==> src/rtl/alu_pkg.sv <==
// Shared definitions for the ALU issue sequencer: ALU opcodes, RV32 field constants,
// FSM state encoding and the decoder's output bundle.
package alu_pkg;

  typedef enum logic [2:0] {
    ALU_ADD = 3'b000,
    ALU_SUB = 3'b001,
    ALU_AND = 3'b010,
    ALU_OR  = 3'b011,
    ALU_MUL = 3'b100,
    ALU_SLL = 3'b101,
    ALU_NOP = 3'b111
  } alu_op_e;

  localparam logic [6:0] OPC_OP     = 7'b0110011;
  localparam logic [6:0] OPC_OP_IMM = 7'b0010011;
  localparam logic [6:0] OPC_BRANCH = 7'b1100011;

  localparam logic [2:0] F3_ADD = 3'b000;
  localparam logic [2:0] F3_SLL = 3'b001;
  localparam logic [2:0] F3_OR  = 3'b110;
  localparam logic [2:0] F3_AND = 3'b111;
  localparam logic [2:0] F3_BEQ = 3'b000;
  localparam logic [2:0] F3_BNE = 3'b001;

  localparam logic [6:0] F7_BASE = 7'b0000000;
  localparam logic [6:0] F7_SUB  = 7'b0100000;
  localparam logic [6:0] F7_MUL  = 7'b0000001;

  typedef enum logic [1:0] {
    ST_IDLE = 2'd0,
    ST_EXEC = 2'd1,
    ST_RESP = 2'd2
  } state_e;

  typedef enum logic {
    OP2_RS2 = 1'b0,
    OP2_IMM = 1'b1
  } op2_sel_e;

  typedef struct packed {
    alu_op_e  alu_op;
    op2_sel_e op2_sel;
    logic     wb_en;
    logic     is_branch;
    logic     br_neg;
    logic     illegal;
  } dec_t;

endpackage

==> src/rtl/alu_op_decoder.sv <==
// Combinational RV32 instruction decoder: maps the supported R/I/branch subset onto
// an ALU opcode, operand-2 source and immediate; everything else is flagged illegal.
module alu_op_decoder
  import alu_pkg::*;
#(
  parameter int unsigned XLEN = 32
) (
  input  logic [31:0]     instr,
  output dec_t            dec_c,
  output logic [XLEN-1:0] imm_c
);

  logic [6:0] opc;
  logic [2:0] f3;
  logic [6:0] f7;
  logic [4:0] rd;
  logic       unused_rs1_idx;

  assign opc = instr[6:0];
  assign f3  = instr[14:12];
  assign f7  = instr[31:25];
  assign rd  = instr[11:7];
  assign unused_rs1_idx = ^instr[19:15];

  always_comb begin
    dec_c = '{alu_op: ALU_NOP, op2_sel: OP2_RS2, wb_en: 1'b0,
              is_branch: 1'b0, br_neg: 1'b0, illegal: 1'b1};
    imm_c = {{(XLEN-12){instr[31]}}, instr[31:20]};

    case (opc)
      OPC_OP: begin
        case (f3)
          F3_ADD: begin
            if (f7 == F7_BASE) begin
              dec_c.alu_op = ALU_ADD; dec_c.illegal = 1'b0;
            end else if (f7 == F7_SUB) begin
              dec_c.alu_op = ALU_SUB; dec_c.illegal = 1'b0;
            end else if (f7 == F7_MUL) begin
              dec_c.alu_op = ALU_MUL; dec_c.illegal = 1'b0;
            end
          end
          F3_AND: if (f7 == F7_BASE) begin dec_c.alu_op = ALU_AND; dec_c.illegal = 1'b0; end
          F3_OR:  if (f7 == F7_BASE) begin dec_c.alu_op = ALU_OR;  dec_c.illegal = 1'b0; end
          F3_SLL: if (f7 == F7_BASE) begin dec_c.alu_op = ALU_SLL; dec_c.illegal = 1'b0; end
          default: ;
        endcase
      end
      OPC_OP_IMM: begin
        dec_c.op2_sel = OP2_IMM;
        case (f3)
          F3_ADD: begin dec_c.alu_op = ALU_ADD; dec_c.illegal = 1'b0; end
          F3_AND: begin dec_c.alu_op = ALU_AND; dec_c.illegal = 1'b0; end
          F3_OR:  begin dec_c.alu_op = ALU_OR;  dec_c.illegal = 1'b0; end
          F3_SLL: begin
            if (f7 == F7_BASE) begin
              dec_c.alu_op = ALU_SLL; dec_c.illegal = 1'b0;
              imm_c = XLEN'(instr[24:20]);
            end
          end
          default: ;
        endcase
      end
      OPC_BRANCH: begin
        // Branches compare via SUB and read the zero flag; BNE inverts the outcome.
        if (f3 == F3_BEQ || f3 == F3_BNE) begin
          dec_c.alu_op    = ALU_SUB;
          dec_c.is_branch = 1'b1;
          dec_c.br_neg    = (f3 == F3_BNE);
          dec_c.illegal   = 1'b0;
        end
      end
      default: ;
    endcase

    dec_c.wb_en = !dec_c.illegal && !dec_c.is_branch && (rd != 5'd0);
  end

endmodule

==> src/rtl/alu_op_sequencer.sv <==
// Issue-side controller: accepts an instruction, drives the external ALU for one
// cycle, captures its result and presents a writeback/branch response.
module alu_op_sequencer
  import alu_pkg::*;
#(
  parameter int unsigned XLEN  = 32,
  parameter int unsigned RES_W = 8
) (
  input  logic             clk,
  input  logic             rst_n,
  input  logic             in_valid,
  output logic             in_ready,
  input  logic [31:0]      in_instr,
  input  logic [XLEN-1:0]  in_rs1_data,
  input  logic [XLEN-1:0]  in_rs2_data,
  output logic [XLEN-1:0]  alu_operand1,
  output logic [XLEN-1:0]  alu_operand2,
  output logic [2:0]       alu_op,
  input  logic [RES_W-1:0] alu_result,
  input  logic             alu_zero,
  output logic             out_valid,
  input  logic             out_ready,
  output logic [XLEN-1:0]  out_result,
  output logic [4:0]       out_rd,
  output logic             out_wb_en,
  output logic             out_branch_taken,
  output logic             out_illegal
);

  dec_t            dec_c;
  logic [XLEN-1:0] imm_c;

  alu_op_decoder #(.XLEN(XLEN)) u_dec (
    .instr (in_instr),
    .dec_c (dec_c),
    .imm_c (imm_c)
  );

  state_e          state_q, state_d;
  logic            in_ready_q, in_ready_d;
  alu_op_e         alu_op_q, alu_op_d;
  logic [XLEN-1:0] op1_q, op1_d, op2_q, op2_d;
  logic [4:0]      pend_rd_q, pend_rd_d;
  logic            pend_wb_q, pend_wb_d, pend_br_q, pend_br_d, pend_neg_q, pend_neg_d;
  logic            out_valid_q, out_valid_d;
  logic [XLEN-1:0] out_result_q, out_result_d;
  logic [4:0]      out_rd_q, out_rd_d;
  logic            out_wb_en_q, out_wb_en_d, out_taken_q, out_taken_d, out_illegal_q, out_illegal_d;

  // Next-state and registered-output computation; ALU drive is non-NOP only in EXEC.
  always_comb begin
    state_d       = state_q;
    alu_op_d      = ALU_NOP;
    op1_d         = '0;
    op2_d         = '0;
    pend_rd_d     = pend_rd_q;
    pend_wb_d     = pend_wb_q;
    pend_br_d     = pend_br_q;
    pend_neg_d    = pend_neg_q;
    out_result_d  = out_result_q;
    out_rd_d      = out_rd_q;
    out_wb_en_d   = out_wb_en_q;
    out_taken_d   = out_taken_q;
    out_illegal_d = out_illegal_q;

    case (state_q)
      ST_IDLE: begin
        if (in_valid) begin
          pend_rd_d  = in_instr[11:7];
          pend_wb_d  = dec_c.wb_en;
          pend_br_d  = dec_c.is_branch;
          pend_neg_d = dec_c.br_neg;
          if (dec_c.illegal) begin
            state_d       = ST_RESP;
            out_result_d  = '0;
            out_rd_d      = in_instr[11:7];
            out_wb_en_d   = 1'b0;
            out_taken_d   = 1'b0;
            out_illegal_d = 1'b1;
          end else begin
            state_d  = ST_EXEC;
            alu_op_d = dec_c.alu_op;
            op1_d    = in_rs1_data;
            op2_d    = (dec_c.op2_sel == OP2_IMM) ? imm_c : in_rs2_data;
          end
        end
      end
      ST_EXEC: begin
        state_d       = ST_RESP;
        out_result_d  = XLEN'(alu_result);
        out_rd_d      = pend_rd_q;
        out_wb_en_d   = pend_wb_q;
        out_taken_d   = pend_br_q && (alu_zero ^ pend_neg_q);
        out_illegal_d = 1'b0;
      end
      ST_RESP: begin
        if (out_ready) begin
          state_d       = ST_IDLE;
          out_result_d  = '0;
          out_rd_d      = '0;
          out_wb_en_d   = 1'b0;
          out_taken_d   = 1'b0;
          out_illegal_d = 1'b0;
        end
      end
      default: state_d = ST_IDLE;
    endcase

    in_ready_d  = (state_d == ST_IDLE);
    out_valid_d = (state_d == ST_RESP);
  end

  always_ff @(posedge clk or negedge rst_n) begin
    if (!rst_n) begin
      state_q       <= ST_IDLE;
      in_ready_q    <= 1'b1;
      alu_op_q      <= ALU_NOP;
      op1_q         <= '0;
      op2_q         <= '0;
      pend_rd_q     <= '0;
      pend_wb_q     <= 1'b0;
      pend_br_q     <= 1'b0;
      pend_neg_q    <= 1'b0;
      out_valid_q   <= 1'b0;
      out_result_q  <= '0;
      out_rd_q      <= '0;
      out_wb_en_q   <= 1'b0;
      out_taken_q   <= 1'b0;
      out_illegal_q <= 1'b0;
    end else begin
      state_q       <= state_d;
      in_ready_q    <= in_ready_d;
      alu_op_q      <= alu_op_d;
      op1_q         <= op1_d;
      op2_q         <= op2_d;
      pend_rd_q     <= pend_rd_d;
      pend_wb_q     <= pend_wb_d;
      pend_br_q     <= pend_br_d;
      pend_neg_q    <= pend_neg_d;
      out_valid_q   <= out_valid_d;
      out_result_q  <= out_result_d;
      out_rd_q      <= out_rd_d;
      out_wb_en_q   <= out_wb_en_d;
      out_taken_q   <= out_taken_d;
      out_illegal_q <= out_illegal_d;
    end
  end

  assign in_ready         = in_ready_q;
  assign alu_op           = alu_op_q;
  assign alu_operand1     = op1_q;
  assign alu_operand2     = op2_q;
  assign out_valid        = out_valid_q;
  assign out_result       = out_result_q;
  assign out_rd           = out_rd_q;
  assign out_wb_en        = out_wb_en_q;
  assign out_branch_taken = out_taken_q;
  assign out_illegal      = out_illegal_q;

endmodule
==> config.mk <==
export PLATFORM = sky130hd
export DESIGN_NAME = alu_op_sequencer
export DESIGN_NICKNAME = d
export VERILOG_FILES = /design/src/rtl/alu_pkg.sv /design/src/rtl/alu_op_decoder.sv /design/src/rtl/alu_op_sequencer.sv
export SDC_FILE = /design/constraint.sdc
export NUM_CORES = 1
export LEC_CHECK = 0
export ABC_CLOCK_PERIOD_IN_PS = 2300
export CAP_MARGIN = 30
export CELL_PAD_IN_SITES_DETAIL_PLACEMENT = 0
export CELL_PAD_IN_SITES_GLOBAL_PLACEMENT = 1
export CORE_MARGIN = 5
export CORE_UTILIZATION = 30
export DETAILED_ROUTE_END_ITERATION = 12
export GPL_TIMING_DRIVEN = 0
export PLACE_DENSITY_LB_ADDON = 0.1
export SLEW_MARGIN = 20
export SYNTH_ARGS = -nofsm -noshare
export SYNTH_HDL_FRONTEND = slang
export SYNTH_HIERARCHICAL = 1
export SYNTH_SLANG_ARGS = --single-unit
==> constraint.sdc <==
create_clock -name clk -period 2.3 [get_ports clk]
set_input_delay 0.46 -clock clk [delete_from_list [all_inputs] [get_ports clk]]
set_output_delay 0.46 -clock clk [all_outputs]
set_load 0.01 [all_outputs]
# After elaboration in Yosys (flattened, before gate mapping)
# Cells that the tools add are included.
op_classes:
  eq_ne: 14
  mux: 53
  bitwise: 1
  reduce_logical: 16
op_table:
  columns: ["cell", "count"]
  rows:
  - ["$mux 32", 13]
  - ["$pmux 32 s3", 1]
  - ["$mux 3", 9]
  - ["$pmux 3 s4", 2]
  - ["$mux 5", 3]
  - ["$pmux 5 s3", 1]
  - ["$eq 7x6->1 const B", 2]
  - ["$mux 2", 6]
  - ["$pmux 1 s3", 4]
  - ["$mux 1", 10]
  - ["$pmux 3 s3", 1]
  - ["$eq 7x1->1 const B", 1]
  - ["$eq 7x5->1 const B", 1]
  - ["$eq 7x7->1 const B", 1]
  - ["$logic_not 7->1", 1]
  - ["$eq 3x3->1 const B", 2]
  - ["$ne 2x2->1 const B", 3]
  - ["$pmux 2 s3", 1]
  - ["$reduce_or 3->1", 2]
  - ["$reduce_bool 5->1", 1]
  - ["$eq 2x2->1 const B", 2]
  - ["$logic_not 2->1", 2]
  - ["$pmux 1 s2", 2]
  - ["$reduce_and 4->1", 1]
  - ["9 further kinds", 12]
totals:
  regBits: 119
  in_bits: 109
  output_inout_bits: 109
  word_cells: 99

# Depth between registers and ports, before layout
# Gate-level depths: netlist of run 1.
logic_depth:
  word_depth: 10
  mapped_depth: 8
  ltp_nobuf: 7

# Hierarchy
# Netlist of run 1, hierarchy kept.
modules_own_cells:
  columns: ["mod", "instances", "cells_each", "area_each_um2", "seq_area_each_um2"]
  rows:
  - ["alu_op_sequencer", 1, 325, 3912.5, 2382.3]
  - ["alu_op_decoder", 1, 76, 498.0, 0.0]

# Worst setup path after synthesis of run 1
# Ideal clock, no wire load.
synth_timing:
  path_kind: "input to register"
  startpoint: "input port in_instr[13]"
  endpoint: "register out_taken_q, in the netlist out_branch_taken"
  setup_time_ns: 0.125
  arrival_time_ns: 2.140
  required_time_ns: 2.175
  path_slack_ns: 0.035
  path_stages: 7
  path_cell_list: "or3_4 a31oi_1 a32o_1 nand3b_1 nand3_1 a21oi_4 mux2_2"
synth_rtl:
  columns: ["item", "line", "text"]
  rows:
  - ["start, declared", "alu_op_sequencer.sv:13", "input logic [31:0] in_instr,"]
  - ["end signal, assigned", "alu_op_sequencer.sv:144", "out_taken_q <= out_taken_d;"]
  - ["end, declared", "alu_op_sequencer.sv:48", "logic out_wb_en_q, out_wb_en_d, out_taken_q, out_taken_d, out_illegal_q, out_illegal_d;"]

==> flow_summary.yaml, run 1 <==
yosys:
  synth_area_per_cell_um2: 11.0
  synthesis.area_um2: 4410
  synth_top_area_frac: 0.516
  yosys_most_used_dff: "dfrtp_1"
  synth_compound_area_frac: 0.0465
  synth_cell_types: 48
  synth_top_family_by_area: "simple AND/OR/NAND/NOR gates"
  ys.warnings.count: 6
  yosys.area_share.xor_xnor: 0.00199
  synth_edf_count: 0
  synth-simple-area-share: 0.155
  synthCells: 401
  async_flop_share: 1.00
  synth.mux.area_fraction: 0.118
  synth_commonest_cells: "dfrtp_1 (91), buf_4 (49), mux2i_1 (42)"
  ys_top_cells_by_area: "dfrtp_1 (52%), mux2i_1 (9.5%), buf_4 (8.3%)"
  synth_fa_ha_area_frac: 0.0113
  synth_most_common_cell: "dfrtp_1"
  ys_ff_latch: 95
  ys_seq_area_frac: 0.540
  synth_top_cell_by_area: "dfrtp_1"
timing:
  period_share: 0.957
  fmax_mhz: 455
  period_needed_ps: 2200
  drv_slew: 0
  worst-slew-pin-transition_ps: 622
  tns_ps: 0
  slew_headroom: 0.585
  rsz0062_at_grt: "true"
  skew_ps: 4.14
  setup_violations: 0
  hold_viol: 0
floorplan:
  num_rows: 44
  core_um2: 14500
  dieArea_um2: 17200
  pin_count: 218
  initial_core_util: 0.305
  fp.dieH_um: 131
  die_w_um: 131
global_routing:
  track_usage: 0.141
  grt_max_degree: 51
  grt-ovfl-total: 0
  antenna_found_initial: 0
  grt_pass1_vias: 3671
  grt_first_pass_wirelength_mm: 19.7
critical_path:
  reg2reg_depth: 6
  cp_max_fo: 4
  r2r_slack_ps: 470
  crit_type: "primary input to flip-flop"
  crit_path_end: "in_ready"
  crit_arrival_ps: 2480
  crit_path_end_kind: "flip-flop"
  crit-reg2reg-launch: "state_q[0]"
  critPathLaunch: "in_instr[28]"
  worstReg2RegEnd: "out_rd[0]"
  startpoint_type: "primary input"
  cp.required_ps: 2570
pwr:
  p_sw_frac: 0.276
  p_int_mw: 3.17
  p_total_mw: 4.37
  p_leak_nw: 3.16
  p_seq_frac: 0.427
  power_density_nw_per_um2: 623
  power.clock.fraction: 0.331
  irDropWorstVdd_v: 0.000376
  p_sw_mw: 1.21
  pwr-share-comb: 0.242
clock_tree:
  postCtsHoldBufs: 0
  cts_buffers: 9
  clk_latency_ps: 350
  cts_root_buffer: "clkbuf_16"
  clk_pin_slew_ps: 70
  htreeDepth: 3
  clock_path_buffers: 2
  clock_sinks: 95
  cts_tree: "yes"
placement:
  dp.final_hpwl_mm: 9.09
  gp_congestion: 0.779
  dpl.cell_count: 792
  io_buffers: 182
finish:
  diodes: 0
  nFillCells: 1337
  utilization: 0.485
  regArea_um2: 2380
  area_growth_pct: 59.3
  drive_above_1_share: 0.201
  fin_nets: 739
  fin_cells: 815
  multi_input_area_um2: 1670
routing:
  drt_pass1_iterations: 4
  dr_total_vias: 3411
  first_iter_violations: 139
  vias_per_cell: 4.19
  ant_nets: 0
  drt-total-wl_mm: 12.1
  routedWlPerCell_um: 14.8
  drc_errors: 0
status:
  status: "complete, no violations"
flow_run:
  maxCapViolCount: 0
worst_hold_path:
  hold_path_class: "primary input to asynchronous set/reset pin"
## routing by layer
metal / up-vias / global-route usage / routed length (um)
met1: 1579 / 0.166 / 4920
met4: 0 / 0.0451 / 233
met2: 132 / 0.230 / 5860
met5: - / 0 / 0
met3: 13 / 0.0661 / 1080
li1: 1687 / - / -
## critical path, stage by stage
cell and delay, ps:
dlygate4sd2_1 290, nor3_2 280, a31oi_4 140, a32o_2 290, nand3b_1 270, buf_4 210
nor2b_1 140, o21ai_0 140, a41o_1 270
## worst min path at each step
| stage | depth (start not counted) | endpoint |
|---|---|---|
| final | 1 | alu_operand1[10] |
| after global routing | 1 | alu_operand1[6] |
| after CTS | 1 | alu_operand1[10] |
| after detailed placement | 1 | alu_operand1[10] |
| after global placement | 2 | pend_rd_q[1] |
| after floorplan | 0 | alu_operand1[0] |
## logic make-up after synthesis
| family | after synthesis |
|---|---|
| buffers and inverters | 90 |
| AOI/OAI and AO/OA | 30 |
| and+or+nand+nor | 129 |
| xor gates and xnor gates | 1 |
| muxes | 51 |
| DFF | 95 |
| adders and majority gates | 4 |
| other | 1 |
## power groups by stage
stage          clock network (mW)  registers, mW  logic (mW)
2_1_floorplan                   0           1.93       0.509
3_3_place_gp                    0           1.90       0.988
3_5_place_dp                    0           1.90        1.01
4_1_cts                      1.51           1.87        1.07
5_1_grt                      1.58           1.89        1.15
6_report                     1.45           1.87        1.06
## placed cells by master (no fill, tap or decap), drive strengths merged, types with 20 or more instances in the layout
cell           count
nor2              37
clkbuf            28
clkdlybuf4s50    165
mux2i             42
inv               20
and2              35
nand2             22
dfrtp             91
buf               70
conb              24
## cell type report
| class | count | area share |
|---|---|---|
| timing repair buffer | 192 | 0.271 |
| sequential | 95 | 0.339 |
| inverter | 18 | 0.00962 |
| buffer | 71 | 0.0700 |
| clock buffer | 10 | 0.0340 |
| tap | 184 | 0.0328 |
| multi-input combinational | 239 | 0.238 |
| clock inverter | 6 | 0.00623 |
## sequential cells by signal, indices dropped and copies added (netlist names)
signal	count
out_valid	1
alu_op	3
pend_wb_q	1
in_ready	1
out_rd	5
pend_br_q	1
pend_rd_q	5
out_wb_en	1
out_result	8
alu_operand2	32
alu_operand1	32
out_illegal	1
state_q	2
pend_neg_q	1
out_branch_taken	1
## what timing repair did
action,4_1_cts,5_1_grt
gates resized for setup,39,21
setup buffers,6,2
setup endpoints to repair,87,68
pin swaps,9,5
## stage by stage
stage	worst slack, ps	cell area [um^2]	hold WS, ps
floorplan	35.3	4500	164
global placement	-3020	6550	463
detailed placement	-942	6590	426
CTS	4.29	7000	48.2
global route	-9.91	7020	56.6
finish	99.8	7020	40.1
Note: power is estimated with default switching activity, not from simulation.
==> inputs of run 2 (changes only) <==
Settings changed: ABC_CLOCK_PERIOD_IN_PS 2300 to 1950, CORE_UTILIZATION 30 to 27, GPL_ROUTABILITY_DRIVEN set to 0, PLACE_DENSITY_LB_ADDON 0.1 to 0.2.
Clock period 2.3 ns to 1.95 ns, I/O delays scaled along.
==> flow_summary.yaml, run 2 (synthesis gave the netlist of run 1 again) <==
timing:
  period_share: 1.05
  skew_ps: 6.77
  period_needed_ps: 2050
  drv_slew: 0
  fmax_mhz: 488
  rsz0062_at_grt: "true"
  fin_ws_ps: -97.7
  tns_ps: -3080
  hold_viol: 0
  setup_violations: 51
critical_path:
  crit-reg2reg-launch: "state_q[0]"
  cp_max_fo: 8
  r2r_slack_ps: 200
  cp.required_ps: 2170
  startpoint_type: "primary input"
  crit_arrival_ps: 2260
  crit_path_end_kind: "flip-flop"
  critPathLaunch: "in_instr[14]"
  crit_type: "primary input to flip-flop"
placement:
  io_buffers: 182
  dpl.cell_count: 823
  dp.final_hpwl_mm: 9.41
clock_tree:
  cts_buffers: 9
  cts_root_buffer: "clkbuf_16"
  clock_sinks: 95
  htreeDepth: 3
  clock_path_buffers: 2
  clk_latency_ps: 340
  clk_pin_slew_ps: 60
  cts_tree: "yes"
finish:
  drive_above_1_share: 0.270
  diodes: 0
  fin_cells: 861
  area_growth_pct: 71.0
  fin_nets: 753
  final_cell_mix: "clkdlybuf4s50_1 (165), dfrtp_1 (91), buf_4 (61)"
  final_common_cell: "clkdlybuf4s50_1"
routing:
  vias_per_cell: 4.07
  routedWlPerCell_um: 14.9
  dr_total_vias: 3500
  drt_pass1_iterations: 4
  first_iter_violations: 97
  drt-total-wl_mm: 12.8
  ant_nets: 0
  drc_errors: 0
worst_hold_path:
  hold_path.startpoint: "in_instr[20]"
  hold_path_class: "primary input to flip-flop"
global_routing:
  grt_first_pass_wirelength_mm: 19.4
  antenna_found_initial: 0
  grt_pass1_vias: 3685
  track_usage: 0.133
  grt-ovfl-total: 0
  grt_max_degree: 50
floorplan:
  dieArea_um2: 19000
  pin_count: 218
  die_w_um: 138
  core_um2: 15900
  initial_core_util: 0.277
  fp.dieH_um: 138
  num_rows: 46
pwr:
  irDropWorstVdd_v: 0.000354
  power_density_nw_per_um2: 734
  p_total_mw: 5.54
  p_leak_nw: 3.36
status:
  violations: "negative setup slack"
  status: "finished with violations"
flow_run:
  maxCapViolCount: 0
## run 2: worst paths after layout
kind                       cells after the start              end
max                                           10        out_rd[2]
min in group asynchronous                      2       state_q[1]
max reg2reg                                    6        out_rd[2]
min                                            3  alu_operand2[0]
min reg2reg                                    2     pend_rd_q[0]
max in group asynchronous                      3        alu_op[0]
## run 2: timing repair
item / 4_1_cts / 5_1_grt
endpoints found under the setup margin: 88 / 79
pin swaps: 19 / 31
resized for setup: 101 / 54
setup buffers: 11 / 10
hold endpoints to repair: 15 / 0
hold buffers: 1 / 0
gates cloned: 2 / 3
## run 2: final cells by class
class / count / area (um^2)
Fill cell: 1521 / 8400
Multi-Input combinational cell: 239 / 1820
Clock inverter: 3 / 67.6
Clock buffer: 13 / 250
Tap cell: 216 / 270
Timing Repair Buffer: 206 / 2140
Inverter: 18 / 67.6
Sequential cell: 95 / 2380
Buffer: 71 / 541
## run 2: per-layer routing
layer / part of all wire / vias up / GRT usage
li1: - / 1718 / -
met1: 0.40 / 1646 / 0.163
met2: 0.49 / 123 / 0.213
met3: 0.093 / 13 / 0.0548
met4: 0.017 / 0 / 0.0467
met5: 0 / - / 0
## run 2: worst max-delay path, cell delays in order
cell and delay [ps]:
buf_8 90, or3_4 410, a31oi_4 180, a32o_2 200, nand3b_1 150, buf_6 140
nand3_4 70, a21oi_4 160, buf_12 160, mux2_4 300
## run 2: report_power, final
group	switching [mW]	internal, mW
Clock	0.725	1.16
Sequential	0.0751	2.13
Combinational	0.590	0.855
Total	1.39	4.15
## run 2: metrics by stage
stage | utilization | setup slack, ps | hold slack (ps) | instance area, um^2
floorplan | - | -232 | 94.4 | 4520
global placement | 0.415 | -3230 | 464 | 6620
detailed placement | 0.417 | -1270 | 361 | 6640
CTS | 0.456 | -35.2 | 291 | 7270
global route | 0.473 | -147 | 310 | 7540
finish | 0.473 | -97.7 | 306 | 7540
